==> src/rtl/fetch_stage_ctrl.sv <==
// Instruction-fetch controller and IF/ID pipeline register for the RV32 5-stage core.
// Runs a req/gnt/rvalid handshake to instruction memory; redirects squash in-flight fetches.
module fetch_stage_ctrl #(
    parameter int              ADDR_W    = 32,
    parameter int              INSTR_W   = 32,
    parameter logic [ADDR_W-1:0]  RESET_PC  = 32'h0040_0000,
    parameter logic [INSTR_W-1:0] NOP_INSTR = 32'h0000_0013
) (
    input  logic               clk,
    input  logic               rst_n,
    input  logic               en_pc_i,
    input  logic               en_ifid_i,
    input  logic               redirect_i,
    input  logic [ADDR_W-1:0]  redirect_target_i,
    output logic               imem_req_o,
    output logic [ADDR_W-1:0]  imem_addr_o,
    input  logic               imem_gnt_i,
    input  logic               imem_rvalid_i,
    input  logic [INSTR_W-1:0] imem_rdata_i,
    output logic               fetch_ready_o,
    output logic               ifid_valid_o,
    output logic [ADDR_W-1:0]  ifid_pc_o,
    output logic [INSTR_W-1:0] ifid_instr_o
);

    // Handshake: a request is accepted on a cycle with imem_req_o=1 and imem_gnt_i=1;
    // exactly one response (imem_rvalid_i=1) follows, and no new request is issued until it arrives.
    localparam logic [1:0] BOOT  = 2'd0;
    localparam logic [1:0] REQ   = 2'd1;
    localparam logic [1:0] WAIT  = 2'd2;
    localparam logic [1:0] READY = 2'd3;

    logic [1:0]         state;
    logic [ADDR_W-1:0]  pc;
    logic               kill;
    logic [INSTR_W-1:0] buffer;
    logic [ADDR_W-1:0]  target_aligned;

    assign target_aligned = {redirect_target_i[ADDR_W-1:2], 2'b00};

    assign imem_req_o    = (state == REQ);
    assign imem_addr_o   = pc;
    assign fetch_ready_o = (state == READY);

    always_ff @(posedge clk) begin
        if (!rst_n) begin
            state        <= BOOT;
            pc           <= RESET_PC;
            kill         <= 1'b0;
            buffer       <= NOP_INSTR;
            ifid_valid_o <= 1'b0;
            ifid_pc_o    <= '0;
            ifid_instr_o <= NOP_INSTR;
        end else if (redirect_i && state != BOOT) begin
            // Redirect squashes whatever is in flight and bubbles IF/ID; ifid_pc is left as is.
            pc           <= target_aligned;
            ifid_valid_o <= 1'b0;
            ifid_instr_o <= NOP_INSTR;
            case (state)
                REQ: begin
                    if (imem_gnt_i) begin
                        state <= WAIT;
                        kill  <= 1'b1;
                    end
                end
                WAIT: begin
                    if (imem_rvalid_i) begin
                        state <= REQ;
                        kill  <= 1'b0;
                    end else begin
                        kill  <= 1'b1;
                    end
                end
                default: state <= REQ;
            endcase
        end else begin
            case (state)
                BOOT: state <= REQ;
                REQ: begin
                    if (imem_gnt_i) state <= WAIT;
                end
                WAIT: begin
                    if (imem_rvalid_i) begin
                        if (kill) begin
                            kill  <= 1'b0;
                            state <= REQ;
                        end else begin
                            buffer <= imem_rdata_i;
                            state  <= READY;
                        end
                    end
                end
                default: begin
                    // READY: advance only when the hazard unit enables both PC and IF/ID.
                    if (en_pc_i && en_ifid_i) begin
                        ifid_pc_o    <= pc;
                        ifid_instr_o <= buffer;
                        ifid_valid_o <= 1'b1;
                        pc           <= pc + ADDR_W'(4);
                        state        <= REQ;
                    end
                end
            endcase
        end
    end

endmodule

==> config.mk <==
export PLATFORM = sky130hd
export DESIGN_NAME = fetch_stage_ctrl
export DESIGN_NICKNAME = d
export VERILOG_FILES = /design/src/rtl/fetch_stage_ctrl.sv
export SDC_FILE = /design/constraint.sdc
export NUM_CORES = 1
export LEC_CHECK = 0
export CAP_MARGIN = 20
export CORE_AREA = 2 2 147 149
export DETAILED_ROUTE_END_ITERATION = 10
export DIE_AREA = 0 0 149 151
export PLACE_DENSITY = 0.51
export REMOVE_ABC_BUFFERS = 1
export SYNTH_ARGS = -nofsm -noshare
export SYNTH_HDL_FRONTEND = slang
export SYNTH_SLANG_ARGS = --single-unit
==> constraint.sdc <==
create_clock -name clk -period 5.5 [get_ports clk]
set_input_delay 0.825 -clock clk [delete_from_list [all_inputs] [get_ports clk]]
set_output_delay 0.825 -clock clk [all_outputs]
set_load 0.05 [all_outputs]
* Word level (Yosys, flattened, before mapping)
Cells that the tools add are included.
Widths: inputs -> output; s select.
** Word-level totals
- Flip-flop bits (word level) :: 132
- Bits of input ports :: 71
- Output and inout bits :: 99
- Logic and storage cells :: 53
** Operators by class
- Add/sub/neg operators :: 1
- Equal/unequal tests :: 6
- Muxes and demuxes :: 17
- Bitwise logic cells :: 4
- Reduce and logical (&&, ||, !) cells :: 17
** Operators with widths (number)
- $mux 32 :: 3
- $add 32x3->32 const B :: 1
- $mux 2 :: 6
- $reduce_bool 2->1 :: 5
- $reduce_and 4->1 :: 2
- $pmux 2 s3 :: 1
- $reduce_and 2->1 :: 3
- $mux 1 :: 5
- $reduce_bool 5->1 :: 1
- $eq 2x2->1 const B :: 2
- $not 1->1 :: 4
- $pmux 2 s2 :: 1
- $ne 3x3->1 const B :: 1
- $reduce_and 3->1 :: 1
- $reduce_or 3->1 :: 1
- $eq 2x1->1 const B :: 1
- $logic_and 1x1->1 :: 2
- $logic_not 2->1 :: 1
- $ne 2x1->1 const B :: 1
- $ne 2x2->1 const B :: 1
- $pmux 1 s2 :: 1
- $reduce_or 2->1 :: 1

* Longest topological paths before layout
Gate-level depths: netlist of the first run.
- Depth after elaboration :: 4
- Gate-level depth with buffers :: 10

* Worst setup path before layout of the first run
Ideal clock, no wire load.
- Kind :: flip-flop to flip-flop
- Start :: register pc[2] (netlist: imem_addr_o[2])
- End :: register pc[26] (netlist: imem_addr_o[26])
- Arrival time :: 2.163 ns
- Setup slack :: 3.263 ns
- Cell stages (with the launch flop) :: 6
- Clock period less this slack :: 2.237 ns
- Cell sequence :: dfxtp_1 > ha_1 > nand2_1 > or3_4 > or4_1 > a31oi_1
** On the way
- Word-level cells in the longest chain between the ends :: 4
** Ends and longest elaborated chain
- start: declaration :: RTL line 34 : logic [ADDR_W-1:0] pc;
- start signal: assignment :: RTL line 56 : pc <= target_aligned;
- start signal: assignment :: RTL line 99 : pc <= pc + ADDR_W'(4);
- $add 32x3->32 :: RTL line 99
- $mux 32 :: RTL line 95 : if (en_pc_i && en_ifid_i) begin
- $mux 32 :: RTL line 77 : case (state)
- $mux 32 :: RTL line 54 : end else if (redirect_i && state != BOOT) begin
Every way passes these cells. The select of a mux whose other input is x is not followed.
A chain may end at the register's enable or synchronous reset.

* Worst setup path after layout of the first run
- Start :: register state[0]
- End :: output port imem_req_o
** On the way
- Word-level cells in the longest chain between the ends :: 1
** Ends and longest elaborated chain
- start: declaration :: RTL line 33 : logic [1:0] state;
- start signal: assignment :: RTL line 47 : state <= BOOT;
- start signal: assignment :: RTL line 62 : state <= WAIT;
- start signal: assignment :: RTL line 68 : state <= REQ;
- $eq 2x1->1 :: RTL line 41 : assign imem_req_o = (state == REQ);
- end: declaration :: RTL line 15 : output logic imem_req_o,
Every way passes these cells.

==> results.md, run 1 <==
* Die area at 0.0225 sq mm
* Final hold vios at 0
* Fmax at 0.357 GHz
* Tightest Hold Check Type: flop to flop
* Worst-Skew Late Latency at between 400 and 500 ps
* Ys Warns at 0
* Root Buffer: clkbuf_16
* H-tree levels at 4
* Post-synthesis xor/xnor area fraction at 4.41%
* Congestion Overflow GR at 0
* Placer Congestion at around 0.72
* Starting Density at 24.8%
* Die Y at approximately 150 um
* Max-Slew Margin vs Limit at 36.4%
* Largest net degree at the start of global routing at a little over 60
* Number of flops mapped to enable cells by yosys at 0
* Ys flop type: dfxtp_1
* Mapped cell area at 0.00516 sq mm
* Cell count after synthesis at 640
* Post-synthesis sequential area ratio at between 40% and 50%
* Routed vias/inst at 4.46
* Crit Path Max Fanout at 7
* Initial DRC Count at 162
* Synthesized area per cell at 8.06 sq um
* Clock slew at reported path FFs at approximately 60 ps
* Crit Path Class: flop to primary output
* Total detailed-routing wirelength at 15.9 mm
* Commonest non-fill, non-tap cell in the layout: nand2_1
* Setup TNS at 0 ps
* Startpoint types: flop
* Synth cell types at 43
* Routed length per instance at 14.7 um
* Pleak at 2.55 nW
* Core area at approximately 0.021 sq mm
* Antenna violations before repair at 2
* Synth Area in Compound Gates at approximately 15%
* CTS tree: yes
* Pwr Density at 388 mW/mm^2
* Dpl cells at 1044
* Status: completed
* # DRC at 0
* Total CTS buffers at 17
* Post-Synth Simple-Gate Area at 24.3%
* Port bufs at ~160
* Max-cap check violation count at 0
* Crit. End Element: primary output
* Overall routing resource usage at 14.2%
* Hold_ws at 451 ps
* Tot Pwr at 2.93 mW
* Vias in the first global route at 4571
* Drt first pass iters at 4
* Hold bufs inserted after CTS at 0
* Die X at 149 um
* # IOs at 170
* Setup violators final at 0
* Unrepaired setup endpoints after global routing: no
* Async set-reset flop share out of synthesis at 0%
* CP Data Required Time at 4680 ps
* # nets final at a little under 900
* Final ANT Viol Nets at 0
* Post-synthesis mux area share at 0.388%
* Clock Skews at 6.74 ps
* Slew @ Worst Pin at 946 ps
* Clock Path Buffers at 2
* Post-Synth Adder-Cell Area at roughly 1.5%
* Rows at 53
* Most frequent cells in the layout: nand2_1, clkdlybuf4s50_1, dfxtp_1
* Setup Buffers After CTS at 0
* Placed Area at 0.00699 sq mm
* Fraction of layout cells with a size suffix above 1 at 6.73%
* PostCTS Resize Cnt at 0
* Worst Path Arrival at 1980 ps
* Post-synthesis register bit count at 128
* Cell area after layout at 0.00757 sq mm
* Global-route wire length before repair at approximately 25 mm
* Area grow syn2layout at 46.7%
* Count of pins over their slew limit at 0
* VDD IR max at 0.210 mV
* Non-Filler Instances at ~1100
* Post-DP HPWL at 10.3 mm
* Fin crit period at 2800 ps
* Clk sinks at 128
* Final period utilization at 51.0%
* Largest family of logic cells by synthesized area: simple AND/OR/NAND/NOR gates
* Vias at 4810
[logic make-up (layout without fill, tap and decap cells)]
family | after synthesis | after routing
compound gates | 146 | 146
xor+xnor | 26 | 26
fa+ha+maj | 6 | 6
buf+inv | 49 | 208
flops | 128 | 128
mux | 2 | 2
other cells | 1 | 5
simple gates | 282 | 282
[routing by layer]
| layer | GRT usage, % | share of wire, % | vias up |
|---|---|---|---|
| met2 | 22.2 | 44 | 136 |
| met3 | 5.66 | 8.9 | 18 |
| met5 | 0 | 0.082 | - |
| li1 | - | - | 2456 |
| met4 | 4.24 | 1.1 | 2 |
| met1 | 18.0 | 46 | 2198 |
[cells in the mapped netlist (2+ instances only)]
cell type  count  area, sq um
nand2_1      205          769
dfxtp_1      128         2560
a21oi_1      106          531
clkbuf_1      29          109
o21ai_0       22          110
xor2_1        21          184
nand4_1       16          100
nor2_1        16         60.1
nand3_1       13         65.1
a211oi_1       9         67.6
ha_1           6         75.1
and3_1         5         31.3
buf_1          5         18.8
nor3_1         5         25.0
xnor2_1        5         43.8
buf_4          4         30.0
a311oi_1       3         26.3
buf_2          3         15.0
clkbuf_8       3         41.3
inv_1          3         11.3
nor2b_1        3         18.8
nor3b_1        3         22.5
nor4_1         3         18.8
a31oi_1        2         12.5
mux2i_1        2         20.0
nand2b_1       2         12.5
nand4_2        2         25.0
[layout make-up]
class / instances / area (sq um)
repair buffers: 172 / 1710
well taps: 275 / 344
fillers: 2214 / 13300
flip-flops and latches: 128 / 2560
clock buffers: 19 / 453
inverters: 4 / 15.0
multi-input cells: 466 / 2380
clock inverters: 13 / 103
diodes: 1 / 2.50
[path summary, 6_finish.rpt]
path	startpoint	end	slack [ps]	cells after the start
max reg2reg	state[0]$_SDFFE_PN0P_	buffer[21]$_SDFFE_PN0P_	3050	8
min reg2reg	buffer[27]$_SDFFE_PN0P_	ifid_instr_o[27]$_SDFFE_PP0P_	450	2
min	buffer[27]$_SDFFE_PN0P_	ifid_instr_o[27]$_SDFFE_PP0P_	450	2
max	state[0]$_SDFFE_PN0P_	imem_req_o	2700	2
[critical path, cell delays in order (launching register included)]
cell and delay (ps):
dfxtp_1 470, ha_1 270, clkdlybuf4s50_1 820
[power by group]
group | switching (mW) | internal (mW) | leakage [nW]
Clock | 0.458 | 0.607 | 0.267
Combinational | 0.465 | 0.267 | 1.24
Sequential | 0.125 | 1.01 | 1.04
Total | 1.05 | 1.89 | 2.55
[stage by stage]
| stage | utilization [%] | worst slack [ps] |
|---|---|---|
| 2_1_floorplan | - | 2370 |
| 3_3_place_gp | 33.6 | 2350 |
| 3_5_place_dp | 33.6 | 2350 |
| 4_1_cts | 36.3 | 2670 |
| 5_1_grt | 36.3 | 2620 |
| 6_report | 36.4 | 2700 |
[sequential cells by signal (all words and copies together), names as in the netlist]
signal,cells
ifid_instr_o,32
buffer,32
state,2
ifid_valid_o,1
imem_addr_o,30
ifid_pc_o,30
kill,1
(Power assumes the default switching activity.)
==> run 2: changes to the inputs <==
==> constraint.sdc (replaced) <==
create_clock -name clk -period 2.8 [get_ports clk]
set_input_delay 0.42 -clock clk [delete_from_list [all_inputs] [get_ports clk]]
set_output_delay 0.42 -clock clk [all_outputs]
set_load 0.05 [all_outputs]
==> run 2 against run 1 <==
Against the previous run:
- register-to-register slack lost 2300 ps
- cell area is 1.8% higher
- hold slack lost 5.7 ps
- via count decreased by 0.35%
- count of clock-buffer cells in the layout grew 1
- worst setup slack got worse by 2300 ps
- combinational power up 99%
- critical endpoint unchanged
- total power is 100% higher
- non-clock buffer count grew 7
- critical path depth did not move
==> results.md, run 2 (same netlist as run 1, synthesis figures left out) <==
* Crit Path Max Fanout at 7 (unchanged)
* Crit. End Element: primary output
* # DRC at 0 (unchanged)
* Congestion Overflow GR at 0 (unchanged)
* Largest net degree at the start of global routing at 56 (-8.2%)
* Pwr Density at 773 mW/mm^2 (+100%)
* Setup Buffers After CTS at 0 (unchanged)
* Hold_sp: buffer[2]$_SDFFE_PN0P_
* Reg2reg start: state[0]$_SDFFE_PN0P_
* Pleak at 2.62 nW (+2.8%)
* PostCTS Resize Cnt at 0 (unchanged)
* CP Data Required Time at 2380 ps (-2300 ps)
* Worst-Skew Late Latency at 410 ps (about the same)
* Fin crit period at between 2000 and 2500 ps
* Final ANT Viol Nets at 0 (unchanged)
* Global-route wire length before repair at 25.1 mm (+1.6%)
* Crit path from: state[0]$_SDFFE_PN0P_
* H-tree levels at 4 (unchanged)
* Met3 GRT Util at 5.81% (+0.15 points)
* Top Registers: buffer x32, ifid_instr_o x32
* Clk sinks at 128 (unchanged)
* Rows at 53 (unchanged)
* Area grow syn2layout at 49.4%
* Antenna violations before repair at 2 (unchanged)
* Final period utilization at 85.3%
* # IOs at 170 (unchanged)
* Routed vias/inst at 4.42 (-0.90%)
* Met2 Use GR at 22.9% (+0.76 points)
* Die area at 0.0225 sq mm (unchanged)
* Final core occ at 37.0% (+0.66 points)
* Met1 Track Usage GR at 18.3% (+0.31 points)
* Placer Congestion at 0.723 (+0.28%)
* Slew @ Worst Pin at 597 ps (-349 ps)
* Root Buffer: clkbuf_16
* Overall routing resource usage at 14.5% (+0.32 points)
* Fmax at 0.419 GHz
* Status: completed
* Die X at 149 um (unchanged)
* Ant diodes at 0 (-1)
* Clock Skews at 6.12 ps (-0.621 ps)
* Startpoint types: flop
* Routed length per instance at 14.9 um (+1.7%)
* Fraction of layout cells with a size suffix above 1 at 7.29% (+0.56 points)
* Drt first pass iters at 4 (unchanged)
* Clock slew at reported path FFs at 60 ps (about the same)
* Dpl cells at 1052 (+0.77%)
* CTS tree: yes
* Commonest non-fill, non-tap cell in the layout: nand2_1
* Most frequent cells in the layout: nand2_1, clkdlybuf4s50_1, dfxtp_1
* Total detailed-routing wirelength at 16.2 mm (+2.2%)
* Unrepaired setup endpoints after global routing: no
* Count of pins over their slew limit at 0 (unchanged)
* Post-DP HPWL at 10.7 mm (+4.7%)
* VDD IR max at 0.384 mV (+83%)
* Die Y at 151 um (unchanged)
* Final hold vios at 0 (unchanged)
* Vias at 4793 (-0.35%)
* Tightest Hold Check Type: flop to flop
* Max-Slew Margin vs Limit at 60.1% (+24 points)
* Starting Density at 24.8% (unchanged)
* Clock Path Buffers at 2 (unchanged)
* Max-cap check violation count at 0 (unchanged)
* Worst Path Arrival at 1970 ps (about the same)
* Setup TNS at 0 ps (unchanged)
* Crit Path Class: flop to primary output
* Initial DRC Count at 143 (-12%)
* Grt peak-use layer: met2
* Tot Pwr at 5.96 mW (+100%)
* Port bufs at 163 (unchanged)
* Vias in the first global route at 4542 (-0.63%)
* Core area at 0.0208 sq mm (unchanged)
* # nets final at 873 (+0.81%)
* Non-Filler Instances at 1084 (+0.56%)
* Hold_ws at 445 ps (-5.68 ps)
* Setup violators final at 0 (unchanged)
* Hold bufs inserted after CTS at 0 (unchanged)
* Total CTS buffers at 17 (unchanged)
run 2: changes by cell type in the layout (fill, tap and decap cells not counted):
cell | previous run | this run
buf_4 | 8 | 12
buf_12 | 1 | 4
clkbuf_8 | 2 | 1
diode_2 | 1 | 0
clkinv_4 | 3 | 4
inv_6 | 5 | 1
clkinvlp_4 | 3 | 2
clkbuf_1 | 0 | 2
bufinv_16 | 0 | 3
run 2: routing by layer:
| metal | vias up | routed length [um] | part of all wire, % |
|---|---|---|---|
| met4 | 2 | 142 | 0.88 |
| met3 | 15 | 1500 | 9.2 |
| li1 | 2466 | - | - |
| met2 | 138 | 7140 | 44 |
| met1 | 2172 | 7400 | 46 |
| met5 | - | 13 | 0.080 |
run 2: layout make-up:
type,instances,area [sq um]
clock inverters,12,159
well taps,275,344
repair buffers,179,1800
multi-input cells,466,2380
clock buffers,20,447
flip-flops and latches,128,2560
fillers,2201,13100
inverters,4,15.0
run 2: through the flow:
| stage | instance area, sq um | worst slack, ps |
|---|---|---|
| 2_1_floorplan | 4950 | -91.9 |
| 3_3_place_gp | 7100 | 443 |
| 3_5_place_dp | 7100 | 429 |
| 4_1_cts | 7710 | 395 |
| 5_1_grt | 7710 | 339 |
| 6_report | 7710 | 412 |
run 2: power by group:
group	switching, mW	internal (mW)
logic	0.921	0.535
registers	0.243	1.99
clock network	0.848	1.43
total	2.01	3.95
run 2: path summary, 6_finish.rpt:
check,endpoint,slack [ps],cells after the start
setup / recovery,imem_req_o,410,2
hold / removal,ifid_instr_o[2]$_SDFFE_PP0P_,450,2
setup reg to reg,imem_addr_o[26]$_SDFFE_PN0P_,720,5
hold reg to reg,ifid_instr_o[2]$_SDFFE_PP0P_,450,2
run 2: critical path, stage by stage, from the launching register on:
cell	delay, ps
dfxtp_1	480
ha_1	260
clkdlybuf4s50_1	820
==> RTL change: new RTL, config.mk and constraints of run 1 <==
Set the parameter `NOP_INSTR` to 32'h00000010 (it was 32'h0000_0013).
--- a/src/rtl/fetch_stage_ctrl.sv
+++ b/src/rtl/fetch_stage_ctrl.sv
@@ -5,5 +5,5 @@
     parameter int              INSTR_W   = 32,
     parameter logic [ADDR_W-1:0]  RESET_PC  = 32'h0040_0000,
-    parameter logic [INSTR_W-1:0] NOP_INSTR = 32'h0000_0013
+    parameter logic [INSTR_W-1:0] NOP_INSTR = 32'h00000010
 ) (
     input  logic               clk,
Function: changed (Yosys sat finds a counterexample within 4 cycles, from zero or initial values and one cycle with rst_n low).
==> RTL change against run 1 <==
- final area increased by 3.2%
- synthesized area grew 3.6%
- setup slack better by 0.023 ns
- routed wire length up 9.3%
- power up 6.5%
- cell count rose by 3.6%
- non-clock buffer count up 2
- first-iteration DRC count increased by 61%
- sequential cell count stayed put
- synthesized cell count up 6.4%
- clock power rose by 7%
- combinational power increased by 12%
- largest cell class is now multi-input combinational cells
==> RTL change: results (changes against run 1) <==
- Port Buffers: 163 (unchanged)
- Unique masters post-synth: 53 (+23%)
- Area contributors post-synth: dfxtp_1, nand2_1, a21oi_1
- Leakage: 2.520 nW (-1.1%)
- Fillers: 2216 (+0.090%)
- Worst slack at placement: 2.320 ns (-0.03047 ns)
- Routed via count: 5215 (+8.4%)
- Final Skew: 0.007167 ns (+0.0004269 ns)
- Post-synth top cells: nand2_1, dfxtp_1, a21oi_1
- Initial antenna violation count: 0 (-2)
- Vias/cell: 4.669 (+4.6%)
- Reg-to-Reg Start: imem_addr_o[2]
- Largest net degree at the start of global routing: 58 (-4.9%)
- R2R depth: 5 (-3)
- Initial DRC count: 261 (+61%)
- Final #Nets: 904 (+4.4%)
- Setup slack after layout: 2.719 ns (+0.02263 ns)
- Synthesized area per cell: 7.847 um^2 (-2.7%)
- Post-DP HPWL: 11.51 mm (+12%)
- Reg-to-reg critical path endpoint: imem_addr_o[30]
- Status: complete, no violations
- Tot GR Track Use: 15.49% (+1.3 points)
- RePlAce Congestion: 0.7718 (+7.0%)
- Placed instance count: 1083 (+3.7%)
- Seq/Total Area, Yosys: 47.95% (-1.7 points)
==> RTL change: cell types whose count changed in the layout (fill, tap and decap cells not counted), moves of 4 or more <==
cell / run 1 / this run
a211oi_1: 9 / 4
a31oi_1: 2 / 12
and4_1: 0 / 6
inv_8: 0 / 5
nand2_1: 205 / 210
nor2_1: 15 / 10
nor3_1: 5 / 10
o21ai_0: 22 / 29
o31ai_1: 0 / 4
or3_1: 1 / 7
or4_1: 1 / 6
xor2_1: 21 / 5
==> RTL change: worst min path at each step <==
| stage | from | end | slack (ns) | cells past startpoint |
|---|---|---|---|---|
| 2_1_floorplan | buffer[0] | ifid_instr_o[0] | 0.43 | 2 |
| 3_3_place_gp | buffer[2] | ifid_instr_o[2] | 0.44 | 2 |
| 3_5_place_dp | buffer[12] | ifid_instr_o[12] | 0.44 | 2 |
| 4_1_cts | buffer[15] | ifid_instr_o[15] | 0.45 | 2 |
| 5_1_grt | buffer[25] | ifid_instr_o[25] | 0.46 | 2 |
| 6_report | buffer[15] | ifid_instr_o[15] | 0.45 | 2 |
==> RTL change: cells by family after synthesis <==
kind of cell / count (synthesis) / synth area share [%]
simple gates: 308 / 26.39
compound gates: 170 / 17.77
flops: 128 / 47.95
buf+inv: 56 / 4.402
xor+xnor: 10 / 1.639
fa+ha+maj: 6 / 1.405
mux: 2 / 0.3746
other cells: 1 / 0.07017
==> RTL change: through the flow <==
step                area, um^2  power (W)
floorplan                 5142   0.001672
global placement          7218   0.002011
detailed placement        7218   0.002013
CTS                       7805   0.003169
global route              7805   0.003277
finish                    7810   0.003126
==> RTL change: report_power, final <==
part           internal, W  total, W  switching (W)  leakage (nW)
Sequential         0.00102   0.00116       0.000147          1.04
Combinational     0.000294  0.000818       0.000524          1.19
Clock             0.000646   0.00114       0.000496         0.293
==> RTL change: layout make-up <==
| type | instances | area, um^2 | area share, % |
|---|---|---|---|
| clock buffer | 17 | 425.4 | 5.447 |
| timing repair buffer | 174 | 1714 | 21.95 |
| sequential | 128 | 2562 | 32.81 |
| antenna | 2 | 5.005 | 0.06408 |
| clock inverter | 15 | 161.4 | 2.067 |
| tap | 275 | 344.1 | 4.406 |
| multi-input combinational | 500 | 2575 | 32.97 |
| inverter | 6 | 22.52 | 0.2884 |
==> RTL change: worst register-to-register path, delay by kind of cell (launching register included) <==
kind / cells / cell delay (ns)
AND/OR/NAND/NOR: 4 / 1.51
flip-flops: 1 / 0.51
adder cells (fa/ha/maj): 1 / 0.34
==> RTL change: routing by layer <==
metal  routed length [um]  GRT usage, %  vias to the layer above
met5                    0             0                        -
met4                  341         5.524                        0
li1                     -             -                     2656
met2                 7446         23.50                      153
met1                 7863         19.43                     2380
met3                 1678         6.988                       26
